--- config.mk ---
export PLATFORM = sky130hd
export DESIGN_NAME = led_gpio_ctrl
export DESIGN_NICKNAME = d
export VERILOG_FILES = /design/src/rtl/led_gpio_pkg.sv /design/src/rtl/key_debounce.sv /design/src/rtl/led_gpio_ctrl.sv
export SDC_FILE = /design/constraint.sdc
export NUM_CORES = 1
export LEC_CHECK = 0
export ABC_AREA = 0
export CORE_AREA = 5 5 187 189
export DETAILED_ROUTE_END_ITERATION = 8
export DIE_AREA = 0 0 192 194
export PLACE_DENSITY = 0.49
export SYNTH_ARGS = -nofsm -noshare
export SYNTH_HDL_FRONTEND = slang
export SYNTH_HIERARCHICAL = 1
export SYNTH_SLANG_ARGS = --single-unit
export TNS_END_PERCENT = 1
--- constraint.sdc ---
create_clock -name clk -period 3.7 [get_ports clk]
set_input_delay 1.11 -clock clk [delete_from_list [all_inputs] [get_ports clk]]
set_output_delay 1.11 -clock clk [all_outputs]
set_load 0.02 [all_outputs]
--- src/rtl/led_gpio_pkg.sv ---
// Shared definitions for the LED/GPIO controller: channel mode encodings and field width.
package led_gpio_pkg;

  localparam int MODE_W = 2;

  typedef enum logic [MODE_W-1:0] {
    MODE_OFF   = 2'b00,
    MODE_ON    = 2'b01,
    MODE_BLINK = 2'b10,
    MODE_GPIO  = 2'b11
  } mode_e;

endpackage

--- src/rtl/key_debounce.sv ---
// One push key: 2-flop synchroniser, then an optional stable-count debouncer (LED_GPIO_DEBOUNCE_EN).
// Output k is 1 while the key is pressed; everything clears to 0 (released) on reset.
module key_debounce #(
  parameter logic [15:0] DEB_CYC = 16'd10000
) (
  input  logic clk,
  input  logic rst,
  input  logic key_n,
  output logic k
);

  // Inverted on entry so the reset value of every stage means "not pressed".
  logic r_sync1;
  logic r_sync2;

  always_ff @(posedge clk) begin
    if (rst) begin
      r_sync1 <= 1'b0;
      r_sync2 <= 1'b0;
    end else begin
      r_sync1 <= ~key_n;
      r_sync2 <= r_sync1;
    end
  end

`ifdef LED_GPIO_DEBOUNCE_EN
  logic        r_k;
  logic [15:0] r_cnt;

  // Any cycle where the synchronised key agrees with r_k restarts the count.
  always_ff @(posedge clk) begin
    if (rst) begin
      r_k   <= 1'b0;
      r_cnt <= 16'd0;
    end else if (r_sync2 != r_k) begin
      if (DEB_CYC == 16'd0 || r_cnt >= DEB_CYC - 16'd1) begin
        r_k   <= r_sync2;
        r_cnt <= 16'd0;
      end else begin
        r_cnt <= r_cnt + 16'd1;
      end
    end else begin
      r_cnt <= 16'd0;
    end
  end

  assign k = r_k;
`else
  logic w_unused_deb;
  assign w_unused_deb = ^DEB_CYC;
  assign k            = r_sync2;
`endif

endmodule

--- src/rtl/led_gpio_ctrl.sv ---
// LED channel controller (OFF/ON/BLINK/GPIO per channel) with a CPU GPIO register whose top bits carry key state.
// Key debouncing is enabled by defining LED_GPIO_DEBOUNCE_EN.
module led_gpio_ctrl
  import led_gpio_pkg::*;
#(
  parameter int          NUM_CH  = 4,
  parameter int          GPIO_W  = 16,
  parameter int          NUM_KEY = 2,
  parameter int          DIV_W   = 27,
  parameter logic [15:0] DEB_CYC = 16'd10000
) (
  input  logic                    clk,
  input  logic                    rst,
  input  logic [NUM_KEY-1:0]      key_n,
  input  logic [GPIO_W-1:0]       cpu_gpio_out,
  input  logic [GPIO_W-1:0]       cpu_gpio_en,
  output logic [GPIO_W-1:0]       cpu_gpio_in,
  input  logic [MODE_W*NUM_CH-1:0] cfg_mode,
  input  logic [DIV_W*NUM_CH-1:0] cfg_half,
  output logic [NUM_CH-1:0]       led
);

  logic [NUM_KEY-1:0] w_key;
  logic [GPIO_W-1:0]  w_gpio_nxt;
  logic [GPIO_W-1:0]  r_gpio_q;

  for (genvar i = 0; i < NUM_KEY; i++) begin : g_key
    key_debounce #(
      .DEB_CYC (DEB_CYC)
    ) u_key (
      .clk   (clk),
      .rst   (rst),
      .key_n (key_n[i]),
      .k     (w_key[i])
    );
  end

  // Key state owns the top NUM_KEY bits regardless of CPU enables.
  always_comb begin
    w_gpio_nxt = (r_gpio_q & ~cpu_gpio_en) | (cpu_gpio_out & cpu_gpio_en);
    w_gpio_nxt[GPIO_W-1 -: NUM_KEY] = w_key;
  end

  always_ff @(posedge clk) begin
    if (rst) begin
      r_gpio_q <= '0;
    end else begin
      r_gpio_q <= w_gpio_nxt;
    end
  end

  assign cpu_gpio_in = r_gpio_q;

  for (genvar c = 0; c < NUM_CH; c++) begin : g_ch
    mode_e            w_mode;
    logic [DIV_W-1:0] w_half;
    logic [DIV_W-1:0] r_cnt;
    logic             r_ph;
    logic             r_led;

    assign w_mode = mode_e'(cfg_mode[MODE_W*c +: MODE_W]);
    assign w_half = cfg_half[DIV_W*c +: DIV_W];

    // >= rather than == so shrinking the half-period mid-count toggles at once.
    always_ff @(posedge clk) begin
      if (rst || w_mode != MODE_BLINK) begin
        r_cnt <= '0;
        r_ph  <= 1'b0;
      end else if (r_cnt >= w_half) begin
        r_cnt <= '0;
        r_ph  <= ~r_ph;
      end else begin
        r_cnt <= r_cnt + 1'b1;
      end
    end

    always_ff @(posedge clk) begin
      if (rst) begin
        r_led <= 1'b0;
      end else begin
        case (w_mode)
          MODE_OFF:   r_led <= 1'b0;
          MODE_ON:    r_led <= 1'b1;
          MODE_BLINK: r_led <= r_ph;
          default:    r_led <= r_gpio_q[c];
        endcase
      end
    end

    assign led[c] = r_led;
  end

endmodule

==> Word level (Yosys, flattened, before mapping) <==
Cells that the tools add are included.
{ "op_classes": {"add_sub_neg": 4, "magnitude_cmp": 4, "n_eq_ne": 12, "mux": 4, "n_bitwise": 10, "reduce_logical": 12} }
{ "ops": {"columns": ["op", "n"], "rows": [
  ["$add A27 B1 Y27 const B", 4],
  ["$ge A27 B27 Y1", 4],
  ["$and A14 B14 Y14", 2],
  ["$not A14 Y14", 1],
  ["$or A14 B14 Y14", 1],
  ["$pmux W1 S3", 4],
  ["$eq A2 B1 Y1 const B", 4],
  ["$eq A2 B2 Y1 const B", 4],
  ["$logic_not A2 Y1", 4],
  ["$ne A2 B2 Y1 const B", 4],
  ["$reduce_or A2 Y1", 4],
  ["$not A1 Y1", 6],
  ["$logic_or A1 B1 Y1", 4]
]} }
{ "totals": {"reg_bits": 136, "in_bits": 152, "wordCells": 63} }

==> Longest topological paths before layout <==
Gate-level depths: netlist of run 1.
{ "depth": {"ltp_word": 3, "mapped_depth": 10, "mapped_depth_nobuf": 8} }

==> Cells and area by module <==
Netlist of run 1, hierarchy kept.
{ "modules_own_cells": {"columns": ["mod", "instances", "cells_each", "area_each_um2"], "rows": [
  ["led_gpio_ctrl", 1, 973, 8030.2],
  ["key_debounce", 2, 4, 50.0]
]} }

==> Worst setup path after synthesis of run 1 <==
No wires, ideal clock.
{ "synth_path": {"path_type": "input to register", "startpoint": "input port cfg_half[29]", "endpoint": "register g_ch[1].r_cnt[11]", "setup_time_ns": 0.064, "arrival_time_ns": 2.751, "required_ns": 3.636, "path_slack_ns": 0.885, "cell_stages": 10, "path_buffers": 2, "cell_sequence": "inv_1 -> ha_1 -> a21oi_1 -> o21a_1 -> o32ai_1 -> o311a_1 -> or3_1 -> buf_6 -> buf_6 -> nor2_1"} }
{ "synth_between": {"elab_chain_len": 2} }
{ "synth_rtl": {"columns": ["element", "line_no", "text"], "rows": [
  ["start, declared", "led_gpio_ctrl.sv:19", "input logic [DIV_W*NUM_CH-1:0] cfg_half,"],
  ["$ge A27 B27 Y1", "led_gpio_ctrl.sv:69", "end else if (r_cnt >= w_half) begin"],
  ["$reduce_or A2 Y1 (no source line)", null, null],
  ["end signal, assigned", "led_gpio_ctrl.sv:73", "r_cnt <= r_cnt + 1'b1;"],
  ["end, declared", "led_gpio_ctrl.sv:57", "logic [DIV_W-1:0] r_cnt;"]
]} }
No other way between the ends.
A chain may end at the register's enable or synchronous reset.

==> Final worst setup path of run 1 <==
{ "layout_path": {"startpoint": "input port cfg_half[43]", "endpoint": "register g_ch[1].r_cnt[3]"} }
Same word-level chain as after synthesis.

==> results.json, run 1 <==
{
  "status": "complete, no violations",
  "placed_cell_area_um2": 10400,
  "drt_iter0_drc": 228,
  "wl_per_cell_um": 12.5,
  "via_per_inst": 4.26,
  "fill_cells": 3468,
  "core_um2": 33100,
  "place_hpwl_mm": 16.0,
  "clock_latency_ns": 0.43,
  "switchingPower_mw": 0.797,
  "n_antenna_cell": 0,
  "ys_seq_area_frac": 0.335,
  "path_max_fanout": 27,
  "wl_met3_um": 991,
  "setup_total_negative_slack_ns": 0,
  "numCtsBuffers": 17,
  "wl_met1_mm": 9.74,
  "synth_seq_cells": 136,
  "synthFlopType": "dfxtp_1",
  "syn_inst": 981,
  "hold_buffers": 0,
  "port_buffers": 167,
  "area_growth_pct": 34.2,
  "netlist_area_um2": 8130,
  "vias": 6882,
  "yosysUniqueCellTypes": 47,
  "power_density_nw_per_um2": 319,
  "p_leak_nw": 4.67,
  "grt_pass1_vias": 6944,
  "synth_edf_count": 0,
  "min_path_type": "flop to flop",
  "wl_mm": 20.2,
  "die_area_um2": 37200,
  "cts_htree_levels": 4,
  "clock_skew_ns": 0.00944,
  "num_io_pins": 172,
  "grt_use_total": 0.110,
  "post-route-period-util": 0.828,
  "cts_tree": "yes",
  "grt-ovfl-total": 0,
  "ys.warnings.count": 6,
  "required_ns": 4.06,
  "root_buffer": "clkbuf_16",
  "grt_max_degree": 28,
  "drc": 0,
  "drv_cap": 0,
  "crit_type": "primary input to flop",
  "top_layer": "met5",
  "slew_viol_final": 0,
  "r2r_slack_ns": 1.42,
  "syn_nets": 1245,
  "drive_gt1_frac": 0.0377,
  "antenna_found_initial": 1,
  "dr.pass1.iters": 4,
  "synthArstFlopShare": 0,
  "grt_pass1_wl_mm": 33.5,
  "start_util": 0.246,
  "p_seq_frac": 0.428,
  "clk_pin_slew_worst_paths_ns": 0.06,
  "postSynthAreaPerCell_um2": 8.29,
  "clock_power_share": 0.470,
  "final-setup-viol-count": 0,
  "post-route-cell-area_um2": 10900,
  "relSlewSlack": 0.460,
  "wl_met2_mm": 9.10,
  "cts.repair.resized": 0,
  "intPower_mw": 2.68,
  "min-delay-start": "g_key[1].u_key/k",
  "fin_nets": 1420,
  "num_rows": 67,
  "hold_viol_final": 0,
  "p_sw_frac": 0.229,
  "fp.dieH_um": 194,
  "r2r_cells": 8,
  "post_cts_buffers": 0,
  "cp-end-kind": "flop",
  "r2r-start": "g_ch[1].r_cnt[16]",
  "comb_power_share": 0.102,
  "peakVddDrop_mv": 0.279,
  "min_period_ns": 3.06,
  "place.gp.congestion": 0.772,
  "holdPathEnd": "cpu_gpio_in[15]",
  "cp.arrival_ns": 3.43,
  "max_freq_mhz": 326,
  "tightest_slew_ns": 0.806,
  "crit_path_start_kind": "primary input",
  "ant_nets": 0,
  "rsz0062_at_grt": "no",
  "clock_sinks": 136,
  "cts_buffer_depth": 2,
  "die_x_um": 192,
  "hold_depth": 1,
  "rr_endpoint": "g_ch[1].r_cnt[3]"
}
[logic make-up after synthesis]
family / after synthesis / synth area share
xor+xnor: 100 / 0.108
buf+inv: 144 / 0.0723
flops: 136 / 0.335
fa+ha+maj: 112 / 0.172
mux: 14 / 0.0172
simple gates: 379 / 0.222
compound gates: 96 / 0.0737
[cells in the mapped netlist (4+ instances only)]
cell type,count,area [µm²]
and3b_1,4,35.0
a211oi_1,6,45.0
a21o_1,8,60.1
dfxtp_1,136,2720
clkbuf_1,4,15.0
nor3_1,16,80.1
inv_1,125,469
buf_2,8,40.0
nand3_1,54,270
mux2i_1,14,140
nor2b_1,7,43.8
xnor2_1,37,324
xor2_1,63,552
nor2_1,156,586
and3_1,23,144
or3_1,5,31.3
a21oi_1,41,205
ha_1,112,1400
buf_4,4,30.0
nand4_1,38,238
o21ai_0,21,105
and4_1,6,52.6
nand2_1,56,210
[power groups by stage]
stage                     Sequential (mW)  Clock, mW  Combinational [mW]
final                                1.49       1.63               0.354
after global routing                 1.49       1.76               0.395
after CTS                            1.49       1.70               0.363
after detailed placement             1.52          0               0.359
after global placement               1.52          0               0.356
after floorplan                      1.53          0               0.125
[final cells by class]
type                       count  area (µm²)  share of cell area
multi-input combinational    701        4820               0.442
clock buffer                  23         488              0.0447
inverter                     125         469              0.0430
clock inverter                 7        70.1             0.00642
sequential                   136        2720               0.250
tap                          448         561              0.0514
timing repair buffer         175        1780               0.163
[how the worst max path moves through the flow]
stage | depth (start not counted) | from | slack, ns | to
finish | 10 | cfg_half[43] | 0.64 | g_ch[1].r_cnt[3]
CTS | 10 | cfg_half[43] | 0.64 | g_ch[1].r_cnt[3]
global placement | 10 | cfg_half[43] | 0.23 | g_ch[1].r_cnt[9]
global route | 10 | cfg_half[43] | 0.50 | g_ch[1].r_cnt[12]
detailed placement | 10 | cfg_half[43] | 0.18 | g_ch[1].r_cnt[3]
floorplan | 10 | cfg_half[29] | 0.89 | g_ch[1].r_cnt[11]
[per-stage QoR]
step           utilization  hold WS [ns]  power [mW]  worst slack (ns)  std cells
3_5_place_dp         0.313         0.424        1.88             0.176       1585
5_1_grt              0.330         0.462        3.64             0.504       1615
6_report             0.330         0.433        3.48             0.636       1615
2_1_floorplan            -         0.414        1.66             0.885        981
4_1_cts              0.330         0.439        3.55             0.640       1615
3_3_place_gp         0.313         0.427        1.88             0.226       1585
[metal layers]
layer  track usage  vias to the layer above
met5             0                        -
met4        0.0375                        2
met3        0.0320                       24
met2         0.179                      117
met1         0.140                     3088
li1              -                     3651
[critical path, cell delays in order]
cell and delay [ns]:
clkdlybuf4s50_1 0.45, inv_1 0.04, ha_1 0.30, a21oi_1 0.15, o21ai_0 0.14, a311oi_1 0.35, nand4_1 0.20, or3_1 0.39
buf_12 0.18, nor2_1 0.11
[layout by cell type (no fill, tap or decap), types with 3 or more instances in the layout]
| cell type | count |
|---|---|
| nand3_1 | 54 |
| clkdlybuf4s50_1 | 167 |
| mux2i_1 | 14 |
| and3b_1 | 4 |
| clkbuf_8 | 4 |
| nor3_1 | 16 |
| xnor2_1 | 37 |
| nor2b_1 | 7 |
| nand2_1 | 56 |
| a211oi_1 | 6 |
| a221oi_1 | 3 |
| a21oi_1 | 41 |
| dfxtp_1 | 136 |
| and4_1 | 6 |
| buf_4 | 4 |
| buf_12 | 4 |
| or3_1 | 5 |
| inv_1 | 125 |
| and2_1 | 3 |
| clkinvlp_4 | 4 |
| xor2_1 | 63 |
| nand4_1 | 38 |
| clkbuf_16 | 17 |
| o21ai_0 | 21 |
| nor4_1 | 3 |
| nor2_1 | 156 |
| ha_1 | 112 |
| and3_1 | 23 |
| a21o_1 | 8 |
Note: power is estimated with default switching activity, not from simulation.
==> run 2, diff against run 1 <==
Settings changed: PLACE_DENSITY 0.49 to 0.5.
Clock period 3.7 ns to 2.5 ns, I/O delays scaled along.
==> run 2 against run 1 <==
- critical path type unchanged
- non-clock buffer count grew 50
- the flow now finishes with violations (setup timing)
- cell count grew 3.2%
- hold slack lost 0.0018 ns
- core utilization grew 5.2 points
- total power grew 56%
- register-to-register slack lost 1.1 ns
==> results.json, run 2 (synthesized netlist as in run 1, its figures left out) <==
{
  "status": "finished with violations",
  "violations": "setup timing",
  "required_ns": 2.85,
  "cts_tree": "yes",
  "wl_met2_mm": 10.3,
  "fill_cells": 3323,
  "mostFrequentLayoutCells": "138 x clkdlybuf4s50_1, 136 x dfxtp_1, 125 x nor2_1, 97 x inv_1, 66 x ha_1",
  "wl_mm": 22.0,
  "start_util": 0.246,
  "clock_skew_ns": 0.0118,
  "hold_buffers": 0,
  "fp.dieH_um": 194,
  "via_per_inst": 4.29,
  "grt-ovfl-total": 0,
  "cp.arrival_ns": 2.87,
  "hold_depth": 1,
  "r2r_cells": 8,
  "crit_type": "primary input to flop",
  "cts_htree_levels": 4,
  "p_leak_nw": 5.29,
  "holdPathEnd": "cpu_gpio_in[14]",
  "grt_max_degree": 28,
  "num_io_pins": 172,
  "setup_total_negative_slack_ns": -0.0288,
  "multiInputGateArea_um2": 5860,
  "drv_cap": 0,
  "vias": 7155,
  "worst_slack_ns": -0.0136,
  "regArea_um2": 2720,
  "r2r-start": "g_ch[1].r_cnt[4]",
  "wl_met1_mm": 10.5,
  "ant_nets": 0,
  "num_rows": 67,
  "crit_path_start_kind": "primary input",
  "place.gp.congestion": 0.738,
  "power_density_nw_per_um2": 430,
  "cp-end-kind": "flop",
  "p_total_mw": 5.43,
  "top_layer": "met4",
  "n_antenna_cell": 0,
  "final_common_cell": "clkdlybuf4s50_1",
  "r2r_slack_ns": 0.28,
  "drive_gt1_frac": 0.208,
  "rr_endpoint": "g_ch[1].r_cnt[26]",
  "max_freq_mhz": 398,
  "min-delay-start": "g_key[0].u_key/k",
  "grt_pass1_vias": 7061,
  "fin_nets": 1470,
  "wl_per_cell_um": 13.2,
  "post-route-period-util": 1.01,
  "clk_pin_slew_worst_paths_ns": 0.07,
  "dr.pass1.iters": 4,
  "root_buffer": "clkbuf_16",
  "die_area_um2": 37200,
  "rsz0062_at_grt": "yes",
  "cts_buffer_depth": 2,
  "die_x_um": 192,
  "wl_met3_um": 938,
  "grt_use_total": 0.112,
  "antenna_found_initial": 0,
  "path_max_fanout": 2,
  "relSlewSlack": 0.705,
  "dp_cells": 1614,
  "clock_latency_ns": 0.42,
  "final-setup-viol-count": 6,
  "min_period_ns": 2.51,
  "drc": 0,
  "min_path_type": "flop to flop",
  "core_um2": 33100,
  "peakVddDrop_mv": 0.393,
  "slew_viol_final": 0,
  "tightest_slew_ns": 0.441,
  "hold_viol_final": 0,
  "place_hpwl_mm": 15.9,
  "grt_pass1_wl_mm": 34.3,
  "clock_sinks": 136,
  "drt_iter0_drc": 229,
  "area_growth_pct": 55.4,
  "numCtsBuffers": 17,
  "port_buffers": 167,
  "fin_cells": 1667
}
run 2: cell count changes in the layout (fill, tap and decap cells not counted), moves of 28 or more:
| cell | previous run | this run |
|---|---|---|
| inv_2 | 0 | 28 |
| dlymetal6s2s_1 | 0 | 29 |
| clkdlybuf4s50_1 | 167 | 138 |
| ha_4 | 0 | 46 |
| inv_1 | 125 | 97 |
| nor2_1 | 156 | 125 |
| ha_1 | 112 | 66 |
| buf_4 | 4 | 37 |
run 2: power by group:
part           internal (mW)  switching, mW  leakage (nW)
Sequential              2.19         0.0136          1.10
Clock                   1.50           1.06         0.283
Combinational          0.398          0.268          3.91
Total                   4.09           1.34          5.29
run 2: what timing repair did:
item / CTS / global route
gates resized for setup: 45 / 180
endpoints found under the setup margin: 109 / 112
cloned: 3 / 7
hold endpoints to repair: 0 / 0
buffers inserted: 7 / 4
pin swaps: 26 / 65
run 2: layout make-up:
cell class                 instances  share of cell area
timing repair buffer             225               0.193
sequential                       136               0.216
clock inverter                    14              0.0119
multi-input combinational        701               0.464
clock buffer                      18              0.0348
tap                              448              0.0444
inverter                         125              0.0371
run 2: through the flow:
step | instance area (µm²) | util | hold WS (ns) | setup slack, ns
after floorplan | 8130 | - | 0.414 | 0.0453
after global placement | 10600 | 0.319 | 0.425 | -0.612
after detailed placement | 10600 | 0.319 | 0.428 | -0.637
after CTS | 11600 | 0.350 | 0.440 | -0.00755
after global routing | 12600 | 0.381 | 0.460 | -0.0260
final | 12600 | 0.381 | 0.432 | -0.0136
run 2: critical path, cell delays in order:
cell and delay [ns]:
clkdlybuf4s50_1 0.46, inv_1 0.05, ha_1 0.30, and3_4 0.16, a311oi_2 0.27, nand4_1 0.18
buf_4 0.17, buf_4 0.12, buf_4 0.12, o21a_1 0.15, nor3_1 0.14
run 2: how the worst max path moves through the flow:
| stage | startpoint | endpoint | slack [ns] | depth (start not counted) |
|---|---|---|---|---|
| final | cfg_half[51] | g_ch[1].r_ph | -0.01 | 11 |
| after global routing | cfg_half[97] | g_ch[3].r_ph | -0.03 | 11 |
| after CTS | cfg_half[80] | g_ch[2].r_ph | -0.008 | 10 |
| after detailed placement | cfg_half[106] | g_ch[3].r_ph | -0.64 | 11 |
| after global placement | cfg_half[107] | g_ch[3].r_ph | -0.61 | 11 |
| after floorplan | cfg_half[29] | g_ch[1].r_cnt[11] | 0.05 | 10 |
run 2: per-layer routing:
metal,track usage,up-vias
li1,-,3759
met1,0.145,3266
met2,0.183,118
met3,0.0304,12
met4,0.0309,0
met5,0,-
==> run 3, diff against run 2 <==
Settings changed: CELL_PAD_IN_SITES_DETAIL_PLACEMENT set to 0, CELL_PAD_IN_SITES_GLOBAL_PLACEMENT set to 2, PLACE_DENSITY 0.5 to 0.75, SLEW_MARGIN set to 0.
==> run 3 against run 2 <==
- the flow now finishes without violations
- wire length grew 2.9%
- clock power shrank 4%
- core utilization grew 0.21 points
- worst setup slack gained 0.054 ns
- combinational power grew 0.9%
- cell area grew 0.54%
- via count grew 0.18%
- clock skew shrank 0.0013 ns
- die area is the same
- critical path depth shrank 1
- cell count grew 0.24%
- sequential share of layout area shrank 0.12 points
- critical path type unchanged
==> results.json, run 3 (synthesized netlist as in run 1, its figures left out) <==
{
  "status": "complete, no violations",
  "path_max_fanout": 2,
  "place_hpwl_mm": 16.4,
  "final-setup-viol-count": 0,
  "final_common_cell": "dfxtp_1",
  "tightest_slew_ns": 0.534,
  "grt_max_degree": 28,
  "intPower_mw": 3.99,
  "start_util": 0.246,
  "crit_path_start_kind": "primary input",
  "post-route-period-util": 0.984,
  "clock_sinks": 136,
  "r2r_slack_ns": 0.32,
  "clock_latency_ns": 0.43,
  "min_path_type": "flop to flop",
  "power_density_nw_per_um2": 420,
  "switchingPower_mw": 1.35,
  "antenna_found_initial": 2,
  "num_io_pins": 172,
  "grt-ovfl-total": 0,
  "fp.dieH_um": 194,
  "num_rows": 67,
  "grt_use_total": 0.118,
  "max_freq_mhz": 407,
  "cts_buffer_depth": 2,
  "required_ns": 2.82,
  "ant_nets": 0,
  "clk_pin_slew_worst_paths_ns": 0.07,
  "r2r_cells": 9,
  "drc": 0,
  "multiInputGateArea_um2": 5920,
  "via_per_inst": 4.29,
  "r2r-start": "g_ch[2].r_cnt[6]",
  "p_sw_frac": 0.253,
  "die_x_um": 192,
  "vias": 7168,
  "dp_cells": 1615,
  "cp-end-kind": "flop",
  "worst_slack_ns": 0.0402,
  "max_stage_delay_ns": 0.45,
  "n_antenna_cell": 0,
  "fin_nets": 1474,
  "p_total_mw": 5.34,
  "drt_iter0_drc": 170,
  "relSlewSlack": 0.641,
  "root_buffer": "clkbuf_16",
  "slew_viol_final": 0,
  "cts_htree_levels": 4,
  "die_area_um2": 37200,
  "clock_power_share": 0.461,
  "numCtsBuffers": 17,
  "area_growth_pct": 56.2,
  "core_um2": 33100,
  "hold_viol_final": 0,
  "wl_per_cell_um": 13.5,
  "min-delay-start": "g_key[0].u_key/r_sync1",
  "dr.pass1.iters": 5,
  "min_period_ns": 2.46,
  "crit_slowest_cell": "clkdlybuf4s50_1",
  "p_leak_nw": 5.25,
  "port_buffers": 167,
  "rr_endpoint": "g_ch[2].r_cnt[25]",
  "hold_depth": 1,
  "wl_mm": 22.6,
  "drv_cap": 0,
  "fill_cells": 3350,
  "place.gp.congestion": 0.749,
  "grt_pass1_vias": 7340,
  "regArea_um2": 2720,
  "crit_type": "primary input to flop",
  "cts_tree": "yes",
  "comb_power_share": 0.126,
  "p_seq_frac": 0.413,
  "clock_skew_ns": 0.0106,
  "drive_gt1_frac": 0.222,
  "mostFrequentLayoutCells": "136 x dfxtp_1, 135 x clkdlybuf4s50_1, 131 x nor2_1, 92 x inv_1, 63 x xor2_1",
  "cp.arrival_ns": 2.78,
  "cp_cell_sequence": "clkdlybuf4s50_1 > inv_1 > ha_1 > nand3_4 > nor3_4 > nand2_2 > a2111o_1 > buf_6 > a21oi_1 > and3b_1",
  "dp_slack_ns": -0.616,
  "fin_cells": 1671,
  "grt_pass1_wl_mm": 36.0,
  "hold_ws_ns": 0.438,
  "rsz0062_at_grt": "yes",
  "peakVddDrop_mv": 0.418,
  "holdPathEnd": "g_key[0].u_key/k",
  "utilization": 0.384
}
[run 3: cell count changes in the layout (fill, tap and decap cells not counted), moves of 3 or more]
cell,before,now
a21oi_1,29,25
a21oi_2,12,16
buf_4,37,40
clkdlybuf4s50_1,138,135
dlygate4sd2_1,0,6
dlymetal6s2s_1,29,26
ha_1,66,57
ha_4,46,55
inv_1,97,92
inv_2,28,33
nor2_1,125,131
nor2_4,8,3
[run 3: final cells by class]
type                    count  area share
clock buffers              18      0.0346
clock inverters            14     0.00995
inverters                 125      0.0369
multi-input cells         701       0.466
flip-flops and latches    136       0.214
well taps                 448      0.0441
repair buffers            229       0.194
[run 3: repair_timing]
item	4_1_cts	5_1_grt
gates cloned	3	7
hold buffers	0	0
gates resized for setup	61	175
setup buffers	5	9
pin swaps	24	66
endpoints found under the setup margin	83	111
[run 3: worst max-delay path, delay by kind of cell]
kind            cells  cell delay (ns)
compound gates      2             0.54
fa+ha+maj           1             0.32
buf+inv             3             0.64
simple gates        4             0.53
[run 3: per-stage QoR]
stage / setup TNS [ns] / area (µm²)
3_5_place_dp: -57.19 / 10600
4_1_cts: -0.00184 / 11600
3_3_place_gp: -55.78 / 10600
5_1_grt: -1.15 / 12700
2_1_floorplan: 0 / 8130
6_report: 0 / 12700
[run 3: power by group through the flow]
stage,sequential [mW],clock (mW),combinational [mW]
after floorplan,2.27,0,0.185
after global placement,2.25,0,0.541
after detailed placement,2.25,0,0.545
after CTS,2.20,2.57,0.590
after global routing,2.21,2.64,0.738
final,2.20,2.46,0.672
[run 3: how the worst max path moves through the flow]
stage | startpoint | endpoint | cells after the start
final | cfg_half[75] | g_ch[2].r_ph | 10
after global routing | cfg_half[21] | g_ch[0].r_cnt[22] | 10
after CTS | cfg_half[31] | g_ch[1].r_cnt[9] | 10
after detailed placement | cfg_half[45] | g_ch[1].r_cnt[19] | 10
after global placement | cfg_half[35] | g_ch[1].r_cnt[18] | 9
after floorplan | cfg_half[29] | g_ch[1].r_cnt[11] | 10
[run 3: routing by layer]
metal  vias up  global-route usage  part of all wire
li1       3755                   -                 -
met1      3263               0.149              0.46
met2       122               0.192              0.47
met3        24              0.0387             0.056
met4         4              0.0325             0.014
met5         -                   0           0.00093
